**config.mk**
```make
export PLATFORM = sky130hd
export DESIGN_NAME = fpdp_division
export DESIGN_NICKNAME = d
export VERILOG_FILES = /design/src/rtl/fpdp_pkg.sv /design/src/rtl/fpdp_mant_divider.sv /design/src/rtl/fpdp_division.sv
export SDC_FILE = /design/constraint.sdc
export NUM_CORES = 1
export LEC_CHECK = 0
export CAP_MARGIN = 20
export CELL_PAD_IN_SITES_DETAIL_PLACEMENT = 1
export CELL_PAD_IN_SITES_GLOBAL_PLACEMENT = 1
export CORE_MARGIN = 1.5
export CORE_UTILIZATION = 41
export DETAILED_ROUTE_END_ITERATION = 7
export PLACE_DENSITY_LB_ADDON = 0.25
export SYNTH_ARGS = -nofsm -noshare
export SYNTH_HDL_FRONTEND = slang
export SYNTH_SLANG_ARGS = --single-unit
```
**constraint.sdc**
```tcl
create_clock -name clk -period 4.65 [get_ports clk]
set_input_delay 0.93 -clock clk [delete_from_list [all_inputs] [get_ports clk]]
set_output_delay 0.93 -clock clk [all_outputs]
set_load 0.01 [all_outputs]
```
**src/rtl/fpdp_pkg.sv**
```systemverilog
// Shared definitions for the double-precision multiply/divide blocks of the Nth-root datapath.
package fpdp_pkg;

    localparam int          BIAS       = 1023;
    localparam int          QBITS      = 54;
    localparam logic [10:0] EXP_MAX    = 11'h7FF;
    localparam logic [63:0] FPDP_QNAN  = 64'h7FF8_0000_0000_0000;
    localparam logic [63:0] FPDP_PINF  = 64'h7FF0_0000_0000_0000;
    localparam logic [3:0]  READY_REQ  = 4'd1;
    localparam logic [3:0]  DONE_PULSE = 4'd1;

    typedef enum logic [1:0] {
        IDLE,
        DIV,
        NORM
    } fpdp_state_e;

endpackage

```
**src/rtl/fpdp_mant_divider.sv**
```systemverilog
// Radix-2 restoring mantissa divider, one quotient bit per clock; q = floor(ma * 2^53 / mb).
module fpdp_mant_divider
    import fpdp_pkg::*;
(
    input  logic             clk,
    input  logic             rset,
    input  logic             start,
    input  logic [52:0]      ma,
    input  logic [52:0]      mb,
    output logic [QBITS-1:0] q,
    output logic             valid
);

    logic [QBITS-1:0] rem_q, rem_d;
    logic [QBITS-1:0] q_q, q_d;
    logic [52:0]      mb_q, mb_d;
    logic [5:0]       cnt_q, cnt_d;
    logic [QBITS-1:0] diff;

    // rem stays below 2*mb, so bit 53 is always clear before the left shift.
    always_comb begin
        diff  = rem_q - {1'b0, mb_q};
        rem_d = rem_q;
        q_d   = q_q;
        mb_d  = mb_q;
        cnt_d = cnt_q;
        if (start) begin
            rem_d = {1'b0, ma};
            mb_d  = mb;
            q_d   = '0;
            cnt_d = 6'(QBITS);
        end else if (cnt_q != 6'd0) begin
            if (rem_q >= {1'b0, mb_q}) begin
                q_d   = {q_q[QBITS-2:0], 1'b1};
                rem_d = {diff[QBITS-2:0], 1'b0};
            end else begin
                q_d   = {q_q[QBITS-2:0], 1'b0};
                rem_d = {rem_q[QBITS-2:0], 1'b0};
            end
            cnt_d = cnt_q - 6'd1;
        end
    end

    always_ff @(posedge clk) begin
        if (rset) begin
            rem_q <= '0;
            q_q   <= '0;
            mb_q  <= '0;
            cnt_q <= '0;
        end else begin
            rem_q <= rem_d;
            q_q   <= q_d;
            mb_q  <= mb_d;
            cnt_q <= cnt_d;
        end
    end

    // valid marks the cycle of the final step; q is complete from the next cycle on.
    assign q     = q_q;
    assign valid = (cnt_q == 6'd1);

endmodule

```
**src/rtl/fpdp_division.sv**
```systemverilog
// IEEE 754 double divider: special-case decode, sign/exponent path, normalisation and ready/done FSM.
module fpdp_division
    import fpdp_pkg::*;
(
    input  logic        clk,
    input  logic        rset,
    input  logic [63:0] fpdp_dividend,
    input  logic [63:0] fpdp_divisor,
    input  logic [3:0]  ready,
    output logic [63:0] fpdp_quotient,
    output logic [3:0]  done,
    output logic        busy
);

    fpdp_state_e        state_q, state_d;
    logic               sign_q, sign_d;
    logic signed [12:0] ebase_q, ebase_d;
    logic               spec_q, spec_d;
    logic [63:0]        sres_q, sres_d;
    logic [63:0]        quot_q, quot_d;
    logic [3:0]         done_q, done_d;
    logic               busy_q, busy_d;

    logic               a_zero, b_zero, special, sign_in, accept, mstart, mvalid;
    logic [63:0]        sres_in, norm_res;
    logic [QBITS-1:0]   mq;
    logic signed [12:0] e;
    logic [51:0]        frac;

    assign a_zero  = (fpdp_dividend[62:52] == 11'd0);
    assign b_zero  = (fpdp_divisor[62:52] == 11'd0);
    assign special = a_zero | b_zero;
    assign sign_in = fpdp_dividend[63] ^ fpdp_divisor[63];
    assign accept  = (state_q == IDLE) && (ready == READY_REQ);
    assign mstart  = accept && !special;

    always_comb begin
        if (a_zero && b_zero) sres_in = FPDP_QNAN;
        else if (b_zero)      sres_in = {sign_in, EXP_MAX, 52'd0};
        else                  sres_in = 64'd0;
    end

    fpdp_mant_divider u_mdiv (
        .clk   (clk),
        .rset  (rset),
        .start (mstart),
        .ma    ({1'b1, fpdp_dividend[51:0]}),
        .mb    ({1'b1, fpdp_divisor[51:0]}),
        .q     (mq),
        .valid (mvalid)
    );

    // Quotient lies in (0.5, 2): a clear integer bit costs one exponent step.
    always_comb begin
        frac = mq[53] ? mq[52:1] : mq[51:0];
        e    = ebase_q - $signed({12'd0, ~mq[53]});
        if (e >= 13'sd2047)  norm_res = {sign_q, EXP_MAX, 52'd0};
        else if (e <= 13'sd0) norm_res = {sign_q, 63'd0};
        else                  norm_res = {sign_q, e[10:0], frac};
    end

    always_comb begin
        state_d = state_q;
        sign_d  = sign_q;
        ebase_d = ebase_q;
        spec_d  = spec_q;
        sres_d  = sres_q;
        quot_d  = quot_q;
        done_d  = 4'd0;
        busy_d  = busy_q;
        case (state_q)
            IDLE: if (accept) begin
                busy_d  = 1'b1;
                sign_d  = sign_in;
                ebase_d = $signed({2'b00, fpdp_dividend[62:52]}) - $signed({2'b00, fpdp_divisor[62:52]})
                          + $signed(13'(BIAS));
                spec_d  = special;
                sres_d  = sres_in;
                state_d = special ? NORM : DIV;
            end
            DIV: if (mvalid) state_d = NORM;
            NORM: begin
                quot_d  = spec_q ? sres_q : norm_res;
                done_d  = DONE_PULSE;
                busy_d  = 1'b0;
                state_d = IDLE;
            end
            default: state_d = IDLE;
        endcase
    end

    always_ff @(posedge clk) begin
        if (rset) begin
            state_q <= IDLE;
            sign_q  <= 1'b0;
            ebase_q <= '0;
            spec_q  <= 1'b0;
            sres_q  <= '0;
            quot_q  <= '0;
            done_q  <= '0;
            busy_q  <= 1'b0;
        end else begin
            state_q <= state_d;
            sign_q  <= sign_d;
            ebase_q <= ebase_d;
            spec_q  <= spec_d;
            sres_q  <= sres_d;
            quot_q  <= quot_d;
            done_q  <= done_d;
            busy_q  <= busy_d;
        end
    end

    assign fpdp_quotient = quot_q;
    assign done          = done_q;
    assign busy          = busy_q;

endmodule

```
==> results.md <==
Worst setup path:
- The worst register-to-register path ends at u_mdiv.rem_q[24].
- Setup slack on the worst reg-to-reg path comes out at 0.66 ns.
- The top fanout value on the critical path is 71.
- At the worst endpoint, the required time is 5.16 ns.
- The maximum cell stage delay along the critical path is 0.43 ns.
- The worst path arrival time is 4.50 ns.
- The kind of cell adding the most delay to the critical path is compound AO/OA/AOI/OAI gates.
- The worst setup path is captured at a flip-flop.
- The slowest cell on the critical path is sky130_fd_sc_hd__a221oi_2.
- The count of buffer and inverter cells on the critical path is 3.
- The length in cells of the worst reg-to-reg path is 15.
- The critical path start-end classification is reg2reg.
- STA classifies the critical path startpoint as a flip-flop.
- The worst flop-to-flop path startpoint is u_mdiv.rem_q[0].
- The critical path goes through inv_1, ha_1, inv_1, fa_1, a21o_1, a221oi_2, o21ai_1, a21oi_2, a21o_1, o21bai_2, a211oi_4, buf_12, mux2i_1, a2111oi_0, a31o_1.

Timing:
- The worst path meets setup with 0.662 ns of slack.
- The achievable frequency is 0.251 GHz.
- The worst slew margin relative to its limit is 0.388.
- The post-layout minimum cycle time is 3.99 ns.
- The total negative setup slack is 0 ns.
- Setup repair after global routing left no endpoint under its margin.
- The number of setup violations in the final report is 0.
- Across the routed clock network, the largest skew measured is 0.0154 ns.
- The count of final max-slew check failures is 0.
- The transition time at the pin with the least slew margin is 0.917 ns.
- The post-route clock period utilization is 0.858.
- The number of hold violations in the final report is 0.

Clock network:
- CTS placed an instance of sky130_fd_sc_hd__clkbuf_16 at the clock tree root.
- The clock tree from TritonCTS is built.
- Clock tree synthesis inserted a total of 29 buffers.
- CTS built an H-tree with a depth of 1.
- The number of hold-repair buffers added at the cts stage is 0.
- The maximum buffer depth of the clock tree is 3.
- The later-pin clock latency in the skew report is 0.57 ns.
- Once the clock tree was built, the resizer swapped 0 gates to a different size.
- The clock transition at the register clock pins on the worst setup and hold paths after CTS is 0.06 ns.
- The number of setup buffers added after CTS is 0.
- The number of sinks driven by the clock tree is 253.

Die:
- The floorplan step defined a die boundary enclosing 37300 um^2.
- The height of the chip is 193 um.
- The floorplan die width is 193 um.
- The area of the placeable core is 35600 um^2.
- Pin placement for this block handled 203 I/O pins.
- The initial core utilization is 0.416.
- The floorplan has 69 rows.

Drt:
- The detailed router placed 14200 vias in this run.
- The number of vias per cell after detailed routing is 5.59.
- The average wire per standard cell is 17.5 um.
- The number of remaining DRC errors is 0.
- The initial detailed-routing violation count is 617.
- The final wirelength is 44500 um.
- For this run, the detailed router's first-pass iteration total came to 6.
- The count of nets left with antenna violations once routing finished came out at 0.

Global route:
- The number of global-route vias before repair is 14500.
- The initial antenna violation count came to 3.
- The first global-routing pass estimated 72600 um of wire.
- The met2 global-route usage is 0.421.
- Entering global routing, the biggest net connects 163 pins.
- The global-route met3 utilization is 0.0349.
- For this run, the total global-route usage over all layers was measured as 0.235.
- The sum of overflow across all layers after global routing is 0.
- The global routing met1 resource utilization is 0.298.
- The most used routing layer in global routing is met2.

Logic synthesis:
- After synthesis the netlist holds a flip-flop and latch count of 253.
- The yosys synthesis warning count is 0.
- In the post-synthesis netlist, the biggest area contributors are sky130_fd_sc_hd__dfxtp_1 (34%), sky130_fd_sc_hd__nand2_1 (8.1%), sky130_fd_sc_hd__a21oi_1 (7.2%).
- Of the post-synthesis cell area, the dominant cell type holds 0.342.
- The share of async-settable or async-resettable flops after synthesis is 0.
- Of the synthesized area, sequential elements account for 0.342.
- A synthesized cell averages 7.64 um^2.
- Yosys mapped the design onto 70 distinct sky130hd cell types.
- Summing every instance area after synthesis gives 14800 um^2.
- Yosys mapped a number of flops with a built-in enable equal to 0.
- The cell count after synthesis is 1939.
- The commonest register cell after synthesis is sky130_fd_sc_hd__dfxtp_1.
- The cell taking the most area after synthesis is sky130_fd_sc_hd__dfxtp_1.

Place:
- The weighted congestion reported at the end of routability-driven placement is 0.873.
- The worst slack after detailed placement is 0.313 ns.
- The cell count after placement is 2487.
- The number of buffers inserted by port buffering is 199.
- The instance area at placement is 17100 um^2.
- The post-DP HPWL is 31500 um.

Final layout:
- The total of fill cells in the finished design is 4337.
- The layout cell share with drive strength beyond 1 is 0.0702.
- In the final design database the tool counted 2262 nets.
- The post-route standard cell area excluding fillers is 18200 um^2.
- The layout overhead on the synthesized area is 22.6%.
- The count of non-filler cells in the finished layout is 2542.

Power:
- Power spread over the standard cell area amounts to 583 nW/um^2.
- The worst-case IR drop observed on VDD is 0.392 mV.
- The analysis attributes to cell leakage a power of 6.77 nW.
- The overall power of the completed layout is 10.6 mW.

Hold path:
- The worst min-delay path startpoint is u_mdiv.mb_q[14].
- The path class of the tightest hold or removal check is reg2reg.
- The worst hold path cell count is 2.
- The end of the worst hold path is u_mdiv.mb_q[14].

Status:
- The flow ran to the end, and the final reports show no timing, DRC or antenna violations.

Run:
- The number of max-capacitance violations reported is 0.
-- cells by family after synthesis --
family / count (synthesis) / synth area share
AND/OR/NAND/NOR: 710 / 0.210
AO/OA/AOI/OAI: 536 / 0.233
flip-flops: 253 / 0.342
buffers and inverters: 226 / 0.0602
XOR/XNOR: 80 / 0.0473
adder cells (fa/ha/maj): 71 / 0.0610
multiplexers: 62 / 0.0462
other: 1 / 0.000253
-- where the power goes --
| group | total, mW | internal, mW | switching (mW) |
|---|---|---|---|
| combinational | 5.54 | 2.14 | 3.40 |
| clock | 2.46 | 1.52 | 0.937 |
| sequential | 2.58 | 2.40 | 0.182 |
| total | 10.6 | 6.06 | 4.52 |
-- synthesized netlist by cell type (16+ instances only) --
master / number
sky130_fd_sc_hd__a211oi_1: 41
sky130_fd_sc_hd__a21o_1: 22
sky130_fd_sc_hd__a21oi_1: 212
sky130_fd_sc_hd__a22oi_1: 60
sky130_fd_sc_hd__buf_1: 16
sky130_fd_sc_hd__clkbuf_1: 100
sky130_fd_sc_hd__dfxtp_1: 253
sky130_fd_sc_hd__ha_1: 69
sky130_fd_sc_hd__inv_1: 91
sky130_fd_sc_hd__mux2_2: 51
sky130_fd_sc_hd__nand2_1: 319
sky130_fd_sc_hd__nand3_1: 31
sky130_fd_sc_hd__nand3b_1: 22
sky130_fd_sc_hd__nor2_1: 199
sky130_fd_sc_hd__nor3_1: 48
sky130_fd_sc_hd__o211ai_1: 16
sky130_fd_sc_hd__o21ai_0: 62
sky130_fd_sc_hd__o41ai_1: 22
sky130_fd_sc_hd__xnor2_1: 43
sky130_fd_sc_hd__xor2_1: 37
-- per-stage QoR --
stage | hold slack, ns | util
after CTS | 0.457 | 0.511
final | 0.453 | 0.511
after global routing | 0.473 | 0.511
after floorplan | 0.436 | -
after detailed placement | 0.449 | 0.481
after global placement | 0.441 | 0.481
-- layout make-up --
type,instances,area (um^2),share of cell area
multi-input cells,1462,8910,0.491
clock inverters,12,203,0.0112
inverters,91,342,0.0188
clock buffers,42,835,0.0460
flip-flops and latches,253,5070,0.279
diodes,1,2.50,0.000138
well taps,461,577,0.0318
repair buffers,220,2230,0.123
-- placed cells by master, fill, tap and decap left out, drive strengths merged, types with 5 or more instances in the layout --
cell / instances
a31oi: 14
o41ai: 22
xor2: 37
or2: 6
clkinv: 5
a2111oi: 7
o21bai: 14
xnor2: 43
or3: 8
a32o: 10
clkdlybuf4s50: 198
nand2b: 10
mux2: 51
inv: 92
ha: 69
a21boi: 6
nor2: 199
clkbuf: 42
dfxtp: 253
o211ai: 16
nand2: 319
nor3: 48
bufinv: 5
a22oi: 60
a211oi: 42
a21o: 22
nor4: 13
nand3: 31
o31ai: 6
nor2b: 14
buf: 22
o21a: 10
and3: 10
nand4: 13
mux2i: 11
nand3b: 22
o21ai: 63
a21oi: 213
-- worst max-delay path by stage --
| stage | slack (ns) | cells after the start | endpoint | startpoint |
|---|---|---|---|---|
| final | 0.66 | 15 | u_mdiv.rem_q[24] | u_mdiv.rem_q[0] |
| after global routing | 0.37 | 15 | u_mdiv.rem_q[24] | u_mdiv.rem_q[0] |
| after CTS | 0.72 | 15 | u_mdiv.rem_q[24] | u_mdiv.rem_q[0] |
| after detailed placement | 0.31 | 14 | ebase_q[12] | fpdp_divisor[52] |
| after global placement | 0.43 | 14 | ebase_q[12] | fpdp_divisor[52] |
| after floorplan | 1.07 | 14 | ebase_q[12] | fpdp_dividend[52] |
-- worst register-to-register path, delay by kind of cell (launching register included) --
| family | cells | cell delay [ns] |
|---|---|---|
| AO/OA/AOI/OAI | 9 | 2.43 |
| adder cells (fa/ha/maj) | 2 | 0.58 |
| buffers and inverters | 3 | 0.46 |
| flip-flops | 1 | 0.31 |
| multiplexers | 1 | 0.17 |
-- flip-flops by register name, indices dropped and copies added (netlist names) --
signal / cells
busy: 1
done: 1
ebase_q: 13
fpdp_quotient: 64
sign_q: 1
spec_q: 1
sres_q: 3
state_q: 2
u_mdiv.cnt_q: 6
u_mdiv.mb_q: 53
u_mdiv.q: 54
u_mdiv.rem_q: 54
-- metal layers --
layer	vias to the layer above	share of wire
li1	7035	-
met1	6869	0.45
met2	245	0.49
met3	54	0.045
met4	4	0.015
met5	-	0.00061
(Power assumes the default switching activity.)
